File: config.mk
export PLATFORM = sky130hd
export DESIGN_NAME = mux_scan_sequencer_flat
export DESIGN_NICKNAME = d
export VERILOG_FILES = /design/src/rtl/mux_scan_sequencer_if.sv /design/src/rtl/mux_scan_sequencer.sv /design/src/flat_wrapper.sv
export SDC_FILE = /design/constraint.sdc
export NUM_CORES = 1
export LEC_CHECK = 0
export BUFFER_PORTS_ARGS = -buffer_cell sky130_fd_sc_hd__buf_4
export CAP_MARGIN = 20
export CORE_ASPECT_RATIO = 1.1
export CORE_MARGIN = 3
export CORE_UTILIZATION = 35
export CTS_BUF_LIST = sky130_fd_sc_hd__clkbuf_8
export CTS_CLUSTER_SIZE = 12
export DETAILED_ROUTE_END_ITERATION = 10
export GPL_ROUTABILITY_DRIVEN = 0
export PLACE_DENSITY = 0.63
export SYNTH_ARGS = -nofsm -noshare
export SYNTH_HDL_FRONTEND = slang
export SYNTH_SLANG_ARGS = --single-unit
File: constraint.sdc
create_clock -name clk -period 1.5 [get_ports clk]
set_input_delay 0.3 -clock clk [delete_from_list [all_inputs] [get_ports clk]]
set_output_delay 0.3 -clock clk [all_outputs]
set_load 0.03 [all_outputs]
File: src/rtl/mux_scan_sequencer_if.sv
// Signal bundle between the scan sequencer and its surroundings: register write port,
// scan control, the mux drive/return pair and the tagged result stream.
interface mux_scan_sequencer_if;
  logic       wr_en;
  logic [1:0] wr_addr;
  logic [7:0] wr_data;
  logic       start;
  logic [2:0] chan_mask;
  logic       busy;
  logic [1:0] sel;
  logic       cs;
  logic [7:0] alpha;
  logic [7:0] beta;
  logic [7:0] gamma;
  logic [7:0] mux_out;
  logic       out_valid;
  logic       out_ready;
  logic [7:0] out_data;
  logic [1:0] out_chan;
  logic       out_last;

  modport master (
    input  wr_en, wr_addr, wr_data, start, chan_mask, mux_out, out_ready,
    output busy, sel, cs, alpha, beta, gamma, out_valid, out_data, out_chan, out_last
  );

  modport slave (
    output wr_en, wr_addr, wr_data, start, chan_mask, mux_out, out_ready,
    input  busy, sel, cs, alpha, beta, gamma, out_valid, out_data, out_chan, out_last
  );
endinterface

File: src/rtl/mux_scan_sequencer.sv
// Drives the 3-input chip-select mux: holds the channel registers, scans the masked
// channels one at a time and streams each captured mux_out tagged with its channel.
module mux_scan_sequencer #(
  parameter int SETTLE_CYCLES = 1
) (
  input logic                  clk,
  input logic                  reset,
  mux_scan_sequencer_if.master bus
);
  localparam int               CNT_W    = (SETTLE_CYCLES > 1) ? $clog2(SETTLE_CYCLES) : 1;
  localparam logic [CNT_W-1:0] CNT_LAST = CNT_W'(SETTLE_CYCLES - 1);

  typedef enum logic [1:0] {IDLE = 2'd0, SETTLE = 2'd1, HOLD = 2'd2} state_t;

  state_t           state, state_d;
  logic [7:0]       alpha_q, beta_q, gamma_q;
  logic [2:0]       mask_q;
  logic [1:0]       sel_q;
  logic [CNT_W-1:0] cnt_q;
  logic             out_valid_q, out_last_q;
  logic [7:0]       out_data_q;
  logic [1:0]       out_chan_q;
  logic             cs_c, busy_c;
  logic             scan_req, settle_done;

  // Lowest enabled channel at or above index lo (0 when none remain).
  function automatic logic [1:0] first_from(input logic [2:0] m, input int lo);
    first_from = 2'd0;
    for (int i = 2; i >= 0; i--)
      if (i >= lo && m[i]) first_from = 2'(i);
  endfunction

  function automatic logic any_from(input logic [2:0] m, input int lo);
    any_from = 1'b0;
    for (int i = 0; i < 3; i++)
      if (i >= lo && m[i]) any_from = 1'b1;
  endfunction

  assign scan_req    = bus.start && (bus.chan_mask != 3'b000);
  assign settle_done = (cnt_q == CNT_LAST);

  always_ff @(posedge clk) begin
    if (reset) state <= IDLE;
    else       state <= state_d;
  end

  always_comb begin
    state_d = state;
    case (state)
      IDLE:    if (scan_req) state_d = SETTLE;
      SETTLE:  if (settle_done) state_d = HOLD;
      HOLD:    if (bus.out_ready) state_d = out_last_q ? IDLE : SETTLE;
      default: state_d = IDLE;
    endcase
  end

  always_comb begin
    cs_c   = (state == SETTLE);
    busy_c = (state != IDLE);
  end

  // Registers only move on IDLE writes/starts, SETTLE capture and HOLD handshakes.
  always_ff @(posedge clk) begin
    if (reset) begin
      alpha_q     <= 8'h00;
      beta_q      <= 8'h00;
      gamma_q     <= 8'h00;
      mask_q      <= 3'b000;
      sel_q       <= 2'd0;
      cnt_q       <= '0;
      out_valid_q <= 1'b0;
      out_data_q  <= 8'h00;
      out_chan_q  <= 2'd0;
      out_last_q  <= 1'b0;
    end else begin
      case (state)
        IDLE: begin
          if (bus.wr_en) begin
            case (bus.wr_addr)
              2'd0:    alpha_q <= bus.wr_data;
              2'd1:    beta_q  <= bus.wr_data;
              2'd2:    gamma_q <= bus.wr_data;
              default: ;
            endcase
          end
          if (scan_req) begin
            mask_q <= bus.chan_mask;
            sel_q  <= first_from(bus.chan_mask, 0);
            cnt_q  <= '0;
          end
        end
        SETTLE: begin
          cnt_q <= cnt_q + CNT_W'(1);
          if (settle_done) begin
            out_valid_q <= 1'b1;
            out_data_q  <= bus.mux_out;
            out_chan_q  <= sel_q;
            out_last_q  <= !any_from(mask_q, int'(sel_q) + 1);
          end
        end
        HOLD: begin
          if (bus.out_ready) begin
            out_valid_q <= 1'b0;
            if (!out_last_q) begin
              sel_q <= first_from(mask_q, int'(sel_q) + 1);
              cnt_q <= '0;
            end
          end
        end
        default: ;
      endcase
    end
  end

  assign bus.busy      = busy_c;
  assign bus.cs        = cs_c;
  assign bus.sel       = sel_q;
  assign bus.alpha     = alpha_q;
  assign bus.beta      = beta_q;
  assign bus.gamma     = gamma_q;
  assign bus.out_valid = out_valid_q;
  assign bus.out_data  = out_data_q;
  assign bus.out_chan  = out_chan_q;
  assign bus.out_last  = out_last_q;
endmodule

File: src/flat_wrapper.sv
// flat-port wrapper written by rule: the top's interface ports become plain ports
module mux_scan_sequencer_flat 
#(
  parameter int SETTLE_CYCLES = 1
)
  (clk, reset, bus_wr_en, bus_wr_addr, bus_wr_data, bus_start, bus_chan_mask, bus_mux_out, bus_out_ready, bus_busy, bus_sel, bus_cs, bus_alpha, bus_beta, bus_gamma, bus_out_valid, bus_out_data, bus_out_chan, bus_out_last);
  mux_scan_sequencer_if bus_i ();
  input logic clk;
  input logic reset;
  input wire logic [$bits(bus_i.wr_en)-1:0] bus_wr_en;
  input wire logic [$bits(bus_i.wr_addr)-1:0] bus_wr_addr;
  input wire logic [$bits(bus_i.wr_data)-1:0] bus_wr_data;
  input wire logic [$bits(bus_i.start)-1:0] bus_start;
  input wire logic [$bits(bus_i.chan_mask)-1:0] bus_chan_mask;
  input wire logic [$bits(bus_i.mux_out)-1:0] bus_mux_out;
  input wire logic [$bits(bus_i.out_ready)-1:0] bus_out_ready;
  output wire logic [$bits(bus_i.busy)-1:0] bus_busy;
  output wire logic [$bits(bus_i.sel)-1:0] bus_sel;
  output wire logic [$bits(bus_i.cs)-1:0] bus_cs;
  output wire logic [$bits(bus_i.alpha)-1:0] bus_alpha;
  output wire logic [$bits(bus_i.beta)-1:0] bus_beta;
  output wire logic [$bits(bus_i.gamma)-1:0] bus_gamma;
  output wire logic [$bits(bus_i.out_valid)-1:0] bus_out_valid;
  output wire logic [$bits(bus_i.out_data)-1:0] bus_out_data;
  output wire logic [$bits(bus_i.out_chan)-1:0] bus_out_chan;
  output wire logic [$bits(bus_i.out_last)-1:0] bus_out_last;
  assign bus_i.wr_en = bus_wr_en;
  assign bus_i.wr_addr = bus_wr_addr;
  assign bus_i.wr_data = bus_wr_data;
  assign bus_i.start = bus_start;
  assign bus_i.chan_mask = bus_chan_mask;
  assign bus_i.mux_out = bus_mux_out;
  assign bus_i.out_ready = bus_out_ready;
  assign bus_busy = bus_i.busy;
  assign bus_sel = bus_i.sel;
  assign bus_cs = bus_i.cs;
  assign bus_alpha = bus_i.alpha;
  assign bus_beta = bus_i.beta;
  assign bus_gamma = bus_i.gamma;
  assign bus_out_valid = bus_i.out_valid;
  assign bus_out_data = bus_i.out_data;
  assign bus_out_chan = bus_i.out_chan;
  assign bus_out_last = bus_i.out_last;
  mux_scan_sequencer #(.SETTLE_CYCLES(SETTLE_CYCLES)) u_core (.clk(clk), .reset(reset), .bus(bus_i));
endmodule
==> results of run 1 <==
[power groups by stage]
stage               registers (mW)  logic, mW  clock network (mW)
finish                        1.24      0.554                1.07
global route                  1.25      0.603                1.15
CTS                           1.24      0.552                1.11
detailed placement            1.27      0.531                   0
global placement              1.27      0.529                   0
floorplan                     1.36      0.224                   0
[routing by layer]
layer	routed length (um)	GRT usage	vias to the layer above
met5	0	0	-
met2	2000	0.247	50
met1	1860	0.171	721
met3	420	0.0685	7
li1	-	-	823
met4	57	0.0534	0
[cell families after synthesis]
logic type | count (synthesis) | share of synthesized area
mux | 16 | 0.0880
buf+inv | 17 | 0.0481
flops | 43 | 0.473
compound gates | 42 | 0.129
simple gates | 80 | 0.263
[path summary, 6_finish.rpt]
path                                                to  slack [ns]  depth (start not counted)
worst max register to register      u_core.bus.beta[7]        0.07                          3
worst min register to register  u_core.bus.out_chan[0]        0.46                          2
worst min-delay path            u_core.bus.out_data[7]        0.25                          3
worst max-delay path                          bus_busy        0.06                          5
[metrics by stage]
step | power, mW | cells
final | 2.87 | 327
after global routing | 3.01 | 327
after CTS | 2.90 | 327
after detailed placement | 1.80 | 316
after global placement | 1.80 | 316
after floorplan | 1.58 | 198
[critical path, cell delays in order (launching register included)]
cell	delay, ns
dfxtp_4	0.36
buf_6	0.12
nor2_4	0.10
buf_6	0.10
inv_1	0.04
buf_6	0.13
[cell usage in the layout, fill, tap and decap left out, types with 2 or more instances in the layout]
cell type	n
dfxtp_1	41
nand4b_1	2
a21oi_1	23
bufinv_16	2
a311oi_1	2
nand2_1	22
clkbuf_8	5
o21ai_1	8
nor2_1	2
or3b_1	2
dfxtp_4	2
a211oi_1	2
mux2i_1	16
nand3_1	10
o21ai_0	3
inv_1	3
nand2b_1	28
buf_6	4
buf_4	73
[layout make-up]
class / count / area (um2) / share of cell area
clock buffer: 5 / 68.8 / 0.0266
sequential: 43 / 868 / 0.336
inverter: 4 / 15.0 / 0.00581
timing repair buffer: 78 / 613 / 0.237
clock inverter: 3 / 67.6 / 0.0261
multi-input combinational: 138 / 882 / 0.341
tap: 56 / 70.1 / 0.0271
[repair_timing]
action / in CTS / in global routing
gates cloned: 0 / 0
setup endpoints to repair: 1 / 3
buffers inserted: 3 / 0
resized for setup: 5 / 6
[state kept, by name (all words and copies together) (netlist names)]
name                  count
u_core.bus.alpha          8
u_core.bus.out_valid      1
u_core.mask_q             2
u_core.bus.sel            2
u_core.bus.gamma          8
u_core.bus.beta           8
u_core.state              2
u_core.cnt_q              1
u_core.bus.out_data       8
u_core.bus.out_last       1
u_core.bus.out_chan       2
==> summary.md, run 1 <==
| Metric | Value |
|---|---|
| Status | `finished, final reports clean` |
| # IOs | `66` |
| Commonest cells post-synth | `dfxtp_1 (43), nand2b_1 (28), a21oi_1 (23)` |
| Core Region | `0.00485 mm2` |
| CTS Hold Bufs | `0` |
| Global-route wire length before repair | `7.09 mm` |
| Worst-margin pin slew | `0.465 ns` |
| Max_slew headroom | `0.690` |
| Worst Setup End Kind | `primary output` |
| Synth area leaders | `dfxtp_1 (47%), nand2b_1 (9.6%), mux2i_1 (8.8%), a21oi_1 (6.3%), nand2_1 (4.5%)` |
| Die H | `81.6 um` |
| Die width | `74.8 um` |
| Initial Utilization | `0.376` |
| Power per cell area | `1110 mW/mm2` |
| Sequential element share of the synthesized area | `0.473` |
| Synthesized flop and latch total | `43` |
| Clk root buf | `clkbuf_8` |
| Initial antenna violation count | `0` |
| Fin. max-slew vios | `0` |
| Post-DP HPWL | `3.09 mm` |
| Crit start category | `flop` |
| Most common cell in the netlist | `dfxtp_1` |
| Yosys warning total | `0` |
| CTS Buf Count | `5` |
| Total GRT Usage | `0.150` |
| Hold/Removal Path Class | `input port to flop` |
| Final Cell Area | `0.00258 mm2` |
| RSZ-0062 raised after global routing | `no` |
| Clock Sinks | `43` |
| ANT cells | `0` |
| Most used flip-flop cell after synthesis | `dfxtp_1` |
| Residual DRC | `0` |
| Count of different cell masters after synthesis | `36` |
| Reg2reg start | `u_core.state[1]` |
| Bufs on Longest Clock Path | `2` |
| Share of layout cells above drive strength 1 | `0.354` |
| Final WL | `4.34 mm` |
| H-tree depth | `2` |
| Area growth syn-to-layout | `42.0%` |
| Num rows | `26` |
| Hold Violations, Final | `0` |
| DR vias | `1,601` |
| # fillers | `482` |
| Post-synth top area share | `0.473` |
| Largest area contributor in the synthesized netlist | `dfxtp_1` |
| HP Start | `bus_mux_out[7]` |
| Part of the power in registers | `0.433` |
| Worst Skew | `0.00570 ns` |
| Die area | `0.00610 mm2` |
| Placed inst area | `0.00239 mm2` |
| CP max FO | `3` |
| Synth Cell Area | `0.00182 mm2` |
| Cell count after synthesis | `198` |
| Clock share of power | `0.374` |
| Initial DRC Count | `37` |
| ANT nets after route | `0` |
| Required time worst endpoint | `1.20 ns` |
| Comb power frac | `0.193` |
| Crit Path Category | `flop to primary output` |
| Fin crit share | `0.958` |
| Initial DRT Pass Iterations | `4` |
| GRT overflow | `0` |
| Int Power | `2.12 mW` |
| Layout Nets | `296` |
| P_sw | `0.747 mW` |
| Number of global-route vias before repair | `1,604` |
| Setup WS pre-CTS | `0.0264 ns` |
| Fmax | `0.696 GHz` |
| Final TNS setup | `0 ns` |
| Clock-pin slew on the worst setup and hold paths | `0.08 ns` |
| Max-cap violations | `0` |
| Setup ws final | `0.0632 ns` |
| Average size of a mapped cell | `9.19 um2` |
| Final setup fails | `0` |
| Worst vdd ir | `0.000568 V` |
| Leak Pwr | `1.13 nW` |
| CTS tree | `yes` |
| Synth Net Count | `224` |
| Post-synth ARST share | `0` |
| DR WL/cell | `13.3 um` |
| Worst-Skew Late Latency | `0.29 ns` |
| Port buffer count | `65` |
| WP data arrival | `1.14 ns` |
| Post-Route Utilization | `0.533` |
| Setup crit start | `u_core.state[1]` |
| Vias/cell | `4.90` |
| Hold slack | `0.247 ns` |
| Switching part of the total | `0.260` |
| Largest net degree at the start of global routing | `54` |
| Final min period | `1.44 ns` |
| Post-synth EDFFs | `0` |
(Power assumes the default switching activity.)
==> run 2, diff against run 1 <==
==> constraint.sdc (replaced) <==
create_clock -name clk -period 1.5 [get_ports clk]
set_input_delay 0.225 -clock clk [delete_from_list [all_inputs] [get_ports clk]]
set_output_delay 0.225 -clock clk [all_outputs]
set_load 0.03 [all_outputs]
==> summary.md, run 2 (synthesized netlist as in run 1, its figures left out) <==
| Metric | Value |
|---|---|
| CP top delay family | `flip-flops (was buffers and inverters)` |
| Die H | `81.6 um (unchanged)` |
| CP max FO | `10 (was 3)` |
| CP max-delay cell | `dfxtp_2 (was dfxtp_4)` |
| Fin. max-slew vios | `0 (unchanged)` |
| Worst Skew | `0.00554 ns (was 0.00570 ns)` |
| Final setup fails | `0 (unchanged)` |
| Inst Count DP | `312 (was 316)` |
| CP Buf/Inv Count | `1 (was 4)` |
| Crit start category | `flop (unchanged)` |
| Vias/cell | `4.90 (about the same)` |
| Most common cell after layout, fill and taps aside | `buf_4 (unchanged)` |
| ANT nets after route | `0 (unchanged)` |
| Fin crit share | `0.930 (was 0.958)` |
| Residual DRC | `0 (unchanged)` |
| Core Region | `0.00485 mm2 (unchanged)` |
| Clock Sinks | `43 (unchanged)` |
| Power per cell area | `1070 mW/mm2 (was 1110 mW/mm2)` |
| Hold Violations, Final | `0 (unchanged)` |
| Clock-pin slew on the worst setup and hold paths | `0.08 ns (about the same)` |
| DR vias | `1,569 (was 1,601)` |
| CTS Hold Bufs | `0 (unchanged)` |
| Final Cell Area | `0.00249 mm2 (was 0.00258 mm2)` |
| CTS Buf Count | `5 (unchanged)` |
| Number of global-route vias before repair | `1,514 (was 1,604)` |
| Worst-margin pin slew | `0.461 ns (was 0.465 ns)` |
| Worst-Skew Late Latency | `0.30 ns (was 0.29 ns)` |
| Initial Utilization | `0.376 (unchanged)` |
| Initial DRC Count | `45 (was 37)` |
| Leak Pwr | `1.09 nW (was 1.13 nW)` |
| GRT overflow | `0 (unchanged)` |
| Max-cap violations | `0 (unchanged)` |
| Fmax | `0.717 GHz (was 0.696 GHz)` |
| Slowest stage delay, CP | `0.45 ns (was 0.36 ns)` |
| Total GRT Usage | `0.149 (was 0.150)` |
| Initial DRT Pass Iterations | `2 (was 4)` |
| Layout Nets | `289 (was 296)` |
| Hold slack | `0.172 ns (was 0.247 ns)` |
| Max_slew headroom | `0.692 (was 0.690)` |
| Num rows | `26 (unchanged)` |
| Final TNS setup | `0 ns (unchanged)` |
| Share of layout cells above drive strength 1 | `0.341 (was 0.354)` |
| Commonest non-fill, non-tap cells in the layout | `buf_4 (70), dfxtp_1 (41), nand2b_1 (28), a21oi_1 (23), nand2_1 (22) (was buf_4 (73), dfxtp_1 (41), nand2b_1 (28), a21oi_1 (23), nand2_1 (22))` |
| H-tree depth | `2 (unchanged)` |
| Placed inst area | `0.00236 mm2 (was 0.00239 mm2)` |
| Required time worst endpoint | `1.27 ns (was 1.20 ns)` |
| Final WL | `4.28 mm (was 4.34 mm)` |
| Post-DP HPWL | `3.07 mm (was 3.09 mm)` |
| Largest net degree at the start of global routing | `54 (unchanged)` |
| Worst path cell trace | `nor2b_1 -> buf_4 (was buf_6 -> nor2_4 -> buf_6 -> inv_1 -> buf_6)` |
| # IOs | `66 (unchanged)` |
| Worst Setup End Kind | `primary output (unchanged)` |
| Status | `finished, final reports clean (unchanged)` |
| Worst vdd ir | `0.000524 V (was 0.000568 V)` |
| DR WL/cell | `13.4 um (was 13.3 um)` |
| Crit Path Category | `flop to primary output (unchanged)` |
| Non-Filler Instances | `320 (was 327)` |
| Port buffer count | `65 (unchanged)` |
| Clk root buf | `clkbuf_8 (unchanged)` |
| Die area | `0.00610 mm2 (unchanged)` |
| Hold/Removal Path Class | `input port to flop (unchanged)` |
| CTS tree | `yes (unchanged)` |
| Die width | `74.8 um (unchanged)` |
| WP data arrival | `1.17 ns (was 1.14 ns)` |
| ANT cells | `0 (unchanged)` |
| Bufs on Longest Clock Path | `2 (unchanged)` |
| Global-route wire length before repair | `7.02 mm (was 7.09 mm)` |
| Final min period | `1.40 ns (was 1.44 ns)` |
| Initial antenna violation count | `0 (unchanged)` |
| Area growth syn-to-layout | `37.0% (was 42.0%)` |
| RSZ-0062 raised after global routing | `no (unchanged)` |
[run 2: area by class of cell]
cell class	count	area, um2
Clock buffer	5	68.8
Fill cell	479	2350
Tap cell	56	70.1
Sequential cell	43	863
Clock inverter	3	43.8
Timing Repair Buffer	71	546
Multi-Input combinational cell	138	887
Inverter	4	15.0
[run 2: metal layers]
| metal | share of wire | routed length, um | global-route usage | up-vias |
|---|---|---|---|---|
| met1 | 0.43 | 1830 | 0.177 | 706 |
| met2 | 0.47 | 2000 | 0.243 | 50 |
| met4 | 0.014 | 61 | 0.0534 | 0 |
| li1 | - | - | - | 806 |
| met5 | 0 | 0 | 0 | - |
| met3 | 0.089 | 379 | 0.0563 | 7 |
[run 2: repair_timing]
action / 4_1_cts / 5_1_grt
resized for setup: 2 / 3
setup endpoints to repair: 1 / 9
cloned: 0 / 0
setup buffers: 0 / 0
[run 2: path summary, 6_finish.rpt]
| path | from | end | slack, ns | depth (start not counted) |
|---|---|---|---|---|
| worst max-delay path | u_core.state[0] | bus_cs | 0.10 | 2 |
| worst min-delay path | bus_mux_out[2] | u_core.bus.out_data[2] | 0.17 | 3 |
| worst max register to register | u_core.state[0] | u_core.bus.out_data[7] | 0.12 | 4 |
| worst min register to register | u_core.bus.out_data[6] | u_core.bus.out_data[6] | 0.46 | 2 |
[run 2: worst register-to-register path, cell delays in order, from the launching register on]
cell	delay [ns]
dfxtp_2	0.45
or3b_2	0.52
buf_12	0.17
nand2_1	0.07
a21oi_1	0.06
[run 2: through the flow]
step	worst slack (ns)	utilization	power, mW
2_1_floorplan	0.0955	-	1.58
3_3_place_gp	0.0488	0.488	1.79
4_1_cts	0.0126	0.512	2.71
3_5_place_dp	0.0292	0.488	1.79
5_1_grt	0.00872	0.514	2.79
6_report	0.104	0.514	2.66
[run 2: power by group]
part           internal, mW  switching [mW]  leakage (nW)
combinational         0.228           0.288         0.677
clock                 0.496           0.399        0.0581
sequential             1.20          0.0461         0.351
total                  1.93           0.733          1.09
==> run 3, diff against run 2 <==
--- a/config.mk
+++ b/config.mk
@@ -5,6 +5,7 @@
 export SDC_FILE = /design/constraint.sdc
 export NUM_CORES = 1
 export LEC_CHECK = 0
+export ABC_AREA = 1
 export BUFFER_PORTS_ARGS = -buffer_cell sky130_fd_sc_hd__buf_4
 export CAP_MARGIN = 20
 export CORE_ASPECT_RATIO = 1.1
@@ -14,7 +15,7 @@
 export CTS_CLUSTER_SIZE = 12
 export DETAILED_ROUTE_END_ITERATION = 10
 export GPL_ROUTABILITY_DRIVEN = 0
-export PLACE_DENSITY = 0.63
+export PLACE_DENSITY = 0.64
 export SYNTH_ARGS = -nofsm -noshare
 export SYNTH_HDL_FRONTEND = slang
 export SYNTH_SLANG_ARGS = --single-unit
==> summary.md, run 3 <==
| Metric | Value |
|---|---|
| Initial Utilization | `0.379 (was 0.376)` |
| Worst-Skew Late Latency | `0.30 ns (about the same)` |
| Hold/Removal Path Class | `input port to flop (unchanged)` |
| Fin crit share | `0.884 (was 0.930)` |
| Power per cell area | `1380 mW/mm2 (was 1070 mW/mm2)` |
| Largest net degree at the start of global routing | `38 (was 54)` |
| WP data arrival | `1.10 ns (was 1.17 ns)` |
| Main combinational cell family by area after synthesis | `simple AND/OR/NAND/NOR gates (unchanged)` |
| Met3 usage | `0.0304 (was 0.0563)` |
| Worst path cell trace | `inv_1 -> nand2_1 -> inv_1 -> buf_4 (was nor2b_1 -> buf_4)` |
| Yosys warning total | `0 (unchanged)` |
| Synth Net Count | `242 (was 224)` |
| DR vias | `1,589 (was 1,569)` |
| Sequential element share of the synthesized area | `0.508 (was 0.473)` |
| Final setup fails | `0 (unchanged)` |
| Fmax | `0.754 GHz (was 0.717 GHz)` |
| Hold Violations, Final | `0 (unchanged)` |
| Hold Crit Depth | `2 (was 3)` |
| Crit start category | `flop (unchanged)` |
| Most common cell after layout, fill and taps aside | `buf_4 (unchanged)` |
| Final min period | `1.33 ns (was 1.40 ns)` |
| Worst Skew | `0.00566 ns (was 0.00554 ns)` |
| Total GRT Usage | `0.146 (was 0.149)` |
| Min-Delay Endpoint | `u_core.mask_q[2] (was u_core.bus.out_data[2])` |
| Max-cap violations | `0 (unchanged)` |
| H-tree depth | `2 (unchanged)` |
| Die area | `0.00571 mm2 (was 0.00610 mm2)` |
| Synth area leaders | `dfxtp_1 (51%), nor2_1 (12%), o21ai_0 (10%), a21oi_1 (5.3%), inv_1 (4.9%) (was dfxtp_1 (47%), nand2b_1 (9.6%), mux2i_1 (8.8%), a21oi_1 (6.3%), nand2_1 (4.5%))` |
| Required time worst endpoint | `1.27 ns (about the same)` |
| Number of global-route vias before repair | `1,522 (was 1,514)` |
| Reg2reg path depth | `7 (was 4)` |
| Final WL | `4.00 mm (was 4.28 mm)` |
| Residual DRC | `0 (unchanged)` |
| Initial DRC Count | `51 (was 45)` |
| # IOs | `66 (unchanged)` |
| Initial DRT Pass Iterations | `4 (was 2)` |
| Synth Area in Adders | `0 (unchanged)` |
| CTS tree | `yes (unchanged)` |
| Grt met2 use | `0.250 (was 0.243)` |
| Port buffer count | `65 (unchanged)` |
| Cell count after synthesis | `216 (was 198)` |
| ANT nets after route | `0 (unchanged)` |
| Hold slack | `0.141 ns (was 0.172 ns)` |
| Complex-gate fraction of the synthesized area | `0.167 (was 0.129)` |
| Final TNS setup | `0 ns (unchanged)` |
| Slowest stage delay, CP | `0.41 ns (was 0.45 ns)` |
| Initial antenna violation count | `0 (unchanged)` |
| Synth Cell Area | `0.00169 mm2 (was 0.00182 mm2)` |
| Die width | `72.3 um (was 74.8 um)` |
| Num rows | `25 (was 26)` |
| XOR/XNOR Fraction of Synth Area | `0 (unchanged)` |
| Layout Nets | `309 (was 289)` |
| Post-DP HPWL | `3.02 mm (was 3.07 mm)` |
| Largest area contributor in the synthesized netlist | `dfxtp_1 (unchanged)` |
| # fillers | `476 (was 479)` |
| Clock Sinks | `43 (unchanged)` |
| Share of layout cells above drive strength 1 | `0.299 (was 0.341)` |
| Most used flip-flop cell after synthesis | `dfxtp_1 (unchanged)` |
| Post-synth top area share | `0.508 (was 0.473)` |
| Worst-margin pin slew | `0.375 ns (was 0.461 ns)` |
| Post-synth EDFFs | `0 (unchanged)` |
| Crit Path Category | `flop to primary output (unchanged)` |
| Post-CTS Resized | `0 (was 2)` |
| Commonest cells post-synth | `nor2_1 (54), dfxtp_1 (43), o21ai_0 (35) (was dfxtp_1 (43), nand2b_1 (28), a21oi_1 (23))` |
| CP max FO | `4 (was 10)` |
| Area growth syn-to-layout | `39.2% (was 37.0%)` |
| FF-to-FF End | `u_core.cnt_q (was u_core.bus.out_data[7])` |
| Clk root buf | `clkbuf_8 (unchanged)` |
| HP Start | `reset (was bus_mux_out[2])` |
| RSZ-0062 raised after global routing | `no (unchanged)` |
| Setup crit start | `u_core.state[1] (was u_core.state[0])` |
| CP max-delay cell | `dfxtp_1 (was dfxtp_2)` |
| Max_slew headroom | `0.750 (was 0.692)` |
| Most frequent CP cell | `inv_1` |
| CTS Buf Count | `5 (unchanged)` |
| CTS Hold Bufs | `0 (unchanged)` |
| Most common cell in the netlist | `nor2_1 (was dfxtp_1)` |
| Worst Setup End Kind | `primary output (unchanged)` |
| Clock-pin slew on the worst setup and hold paths | `0.08 ns (about the same)` |
| Mux contribution to synthesized area | `0 (was 0.0880)` |
| R2R setup slack | `0.21 ns (was 0.12 ns)` |
| Post-synthesis simple-gate area fraction | `0.245 (was 0.263)` |
| Worst vdd ir | `0.000830 V (was 0.000524 V)` |
| Die H | `79.0 um (was 81.6 um)` |
| Vias/cell | `4.70 (was 4.90)` |
| Post-CTS Setup Inserts | `0 (unchanged)` |
| Global-route wire length before repair | `6.55 mm (was 7.02 mm)` |
| Core Region | `0.00447 mm2 (was 0.00485 mm2)` |
| Commonest non-fill, non-tap cells in the layout | `buf_4 (67), nor2_1 (54), dfxtp_1 (43), o21ai_0 (35), inv_1 (22) (was buf_4 (70), dfxtp_1 (41), nand2b_1 (28), a21oi_1 (23), nand2_1 (22))` |
| Reg2reg start | `u_core.state[1] (was u_core.state[0])` |
| Setup WS pre-CTS | `0.192 ns (was 0.0292 ns)` |
| Met1 global-route usage | `0.172 (was 0.177)` |
| Average size of a mapped cell | `7.84 um2 (was 9.19 um2)` |
| Leak Pwr | `1.08 nW (was 1.09 nW)` |
| Status | `finished, final reports clean (unchanged)` |
| GRT overflow | `0 (unchanged)` |
| Synthesized flop and latch total | `43 (unchanged)` |
| Bufs on Longest Clock Path | `2 (unchanged)` |
| Setup ws final | `0.174 ns (was 0.104 ns)` |
| Fin. max-slew vios | `0 (unchanged)` |
| Busiest layer in global routing | `met2 (unchanged)` |
| Count of different cell masters after synthesis | `19 (was 36)` |
| Post-synth ARST share | `0 (unchanged)` |
| ANT cells | `0 (unchanged)` |
| DR WL/cell | `11.8 um (was 13.4 um)` |
==> run 3: changes by cell type in the layout (fill, tap and decap cells not counted), moves of 3 or more <==
cell,previous run,this run
nor2_1,2,54
o21ai_0,3,35
nand2b_1,28,0
inv_1,3,22
mux2i_1,16,0
o21ai_1,8,0
a21oi_1,23,18
buf_4,70,67
nand2_1,22,19
nand3_1,10,7
nand4_4,0,3
==> run 3: worst max-delay path: cells and delay by family (launching register included) <==
| kind | cells | cell delay [ns] |
|---|---|---|
| buffers and inverters | 3 | 0.30 |
| AND/OR/NAND/NOR | 1 | 0.10 |
| flip-flops | 1 | 0.41 |
==> run 3: worst max path at each step <==
stage | to | slack [ns]
finish | bus_cs | 0.17
floorplan | u_core.bus.alpha[0] | 0.37
global placement | u_core.cnt_q | 0.25
global route | u_core.cnt_q | 0.04
CTS | bus_cs | 0.15
detailed placement | u_core.cnt_q | 0.19
==> run 3: logic make-up (layout without fill, tap and decap cells) <==
family,count (synthesis),count (layout)
buffers and inverters,31,99
AO/OA/AOI/OAI,55,55
flip-flops,43,43
AND/OR/NAND/NOR,87,87
==> run 3: stage by stage <==
stage	util	power (mW)	cell area, um2	std cells
6_report	0.527	3.26	2360	338
5_1_grt	0.527	3.42	2360	338
4_1_cts	0.527	3.31	2360	338
3_5_place_dp	0.497	2.22	2220	330
3_3_place_gp	0.497	2.21	2220	330
2_1_floorplan	-	1.90	1690	216
==> run 3: final cells by class <==
type | count | area, um2 | area share
flip-flops and latches | 43 | 861 | 0.365
multi-input cells | 142 | 698 | 0.296
repair buffers | 67 | 503 | 0.213
inverters | 24 | 92.6 | 0.0393
clock buffers | 5 | 68.8 | 0.0292
clock inverters | 3 | 67.6 | 0.0286
well taps | 54 | 67.6 | 0.0286
==> run 3: power by group <==
group	switching [mW]	total, mW	internal [mW]
clock network	0.413	1.08	0.664
logic	0.540	0.849	0.309
registers	0.0715	1.34	1.27
total	1.02	3.26	2.24
==> run 3: per-layer routing <==
layer  wire length (um)  part of all wire
met1               1740              0.44
met2               1930              0.48
met3                264             0.066
met4                 68             0.017
met5                  0                 0
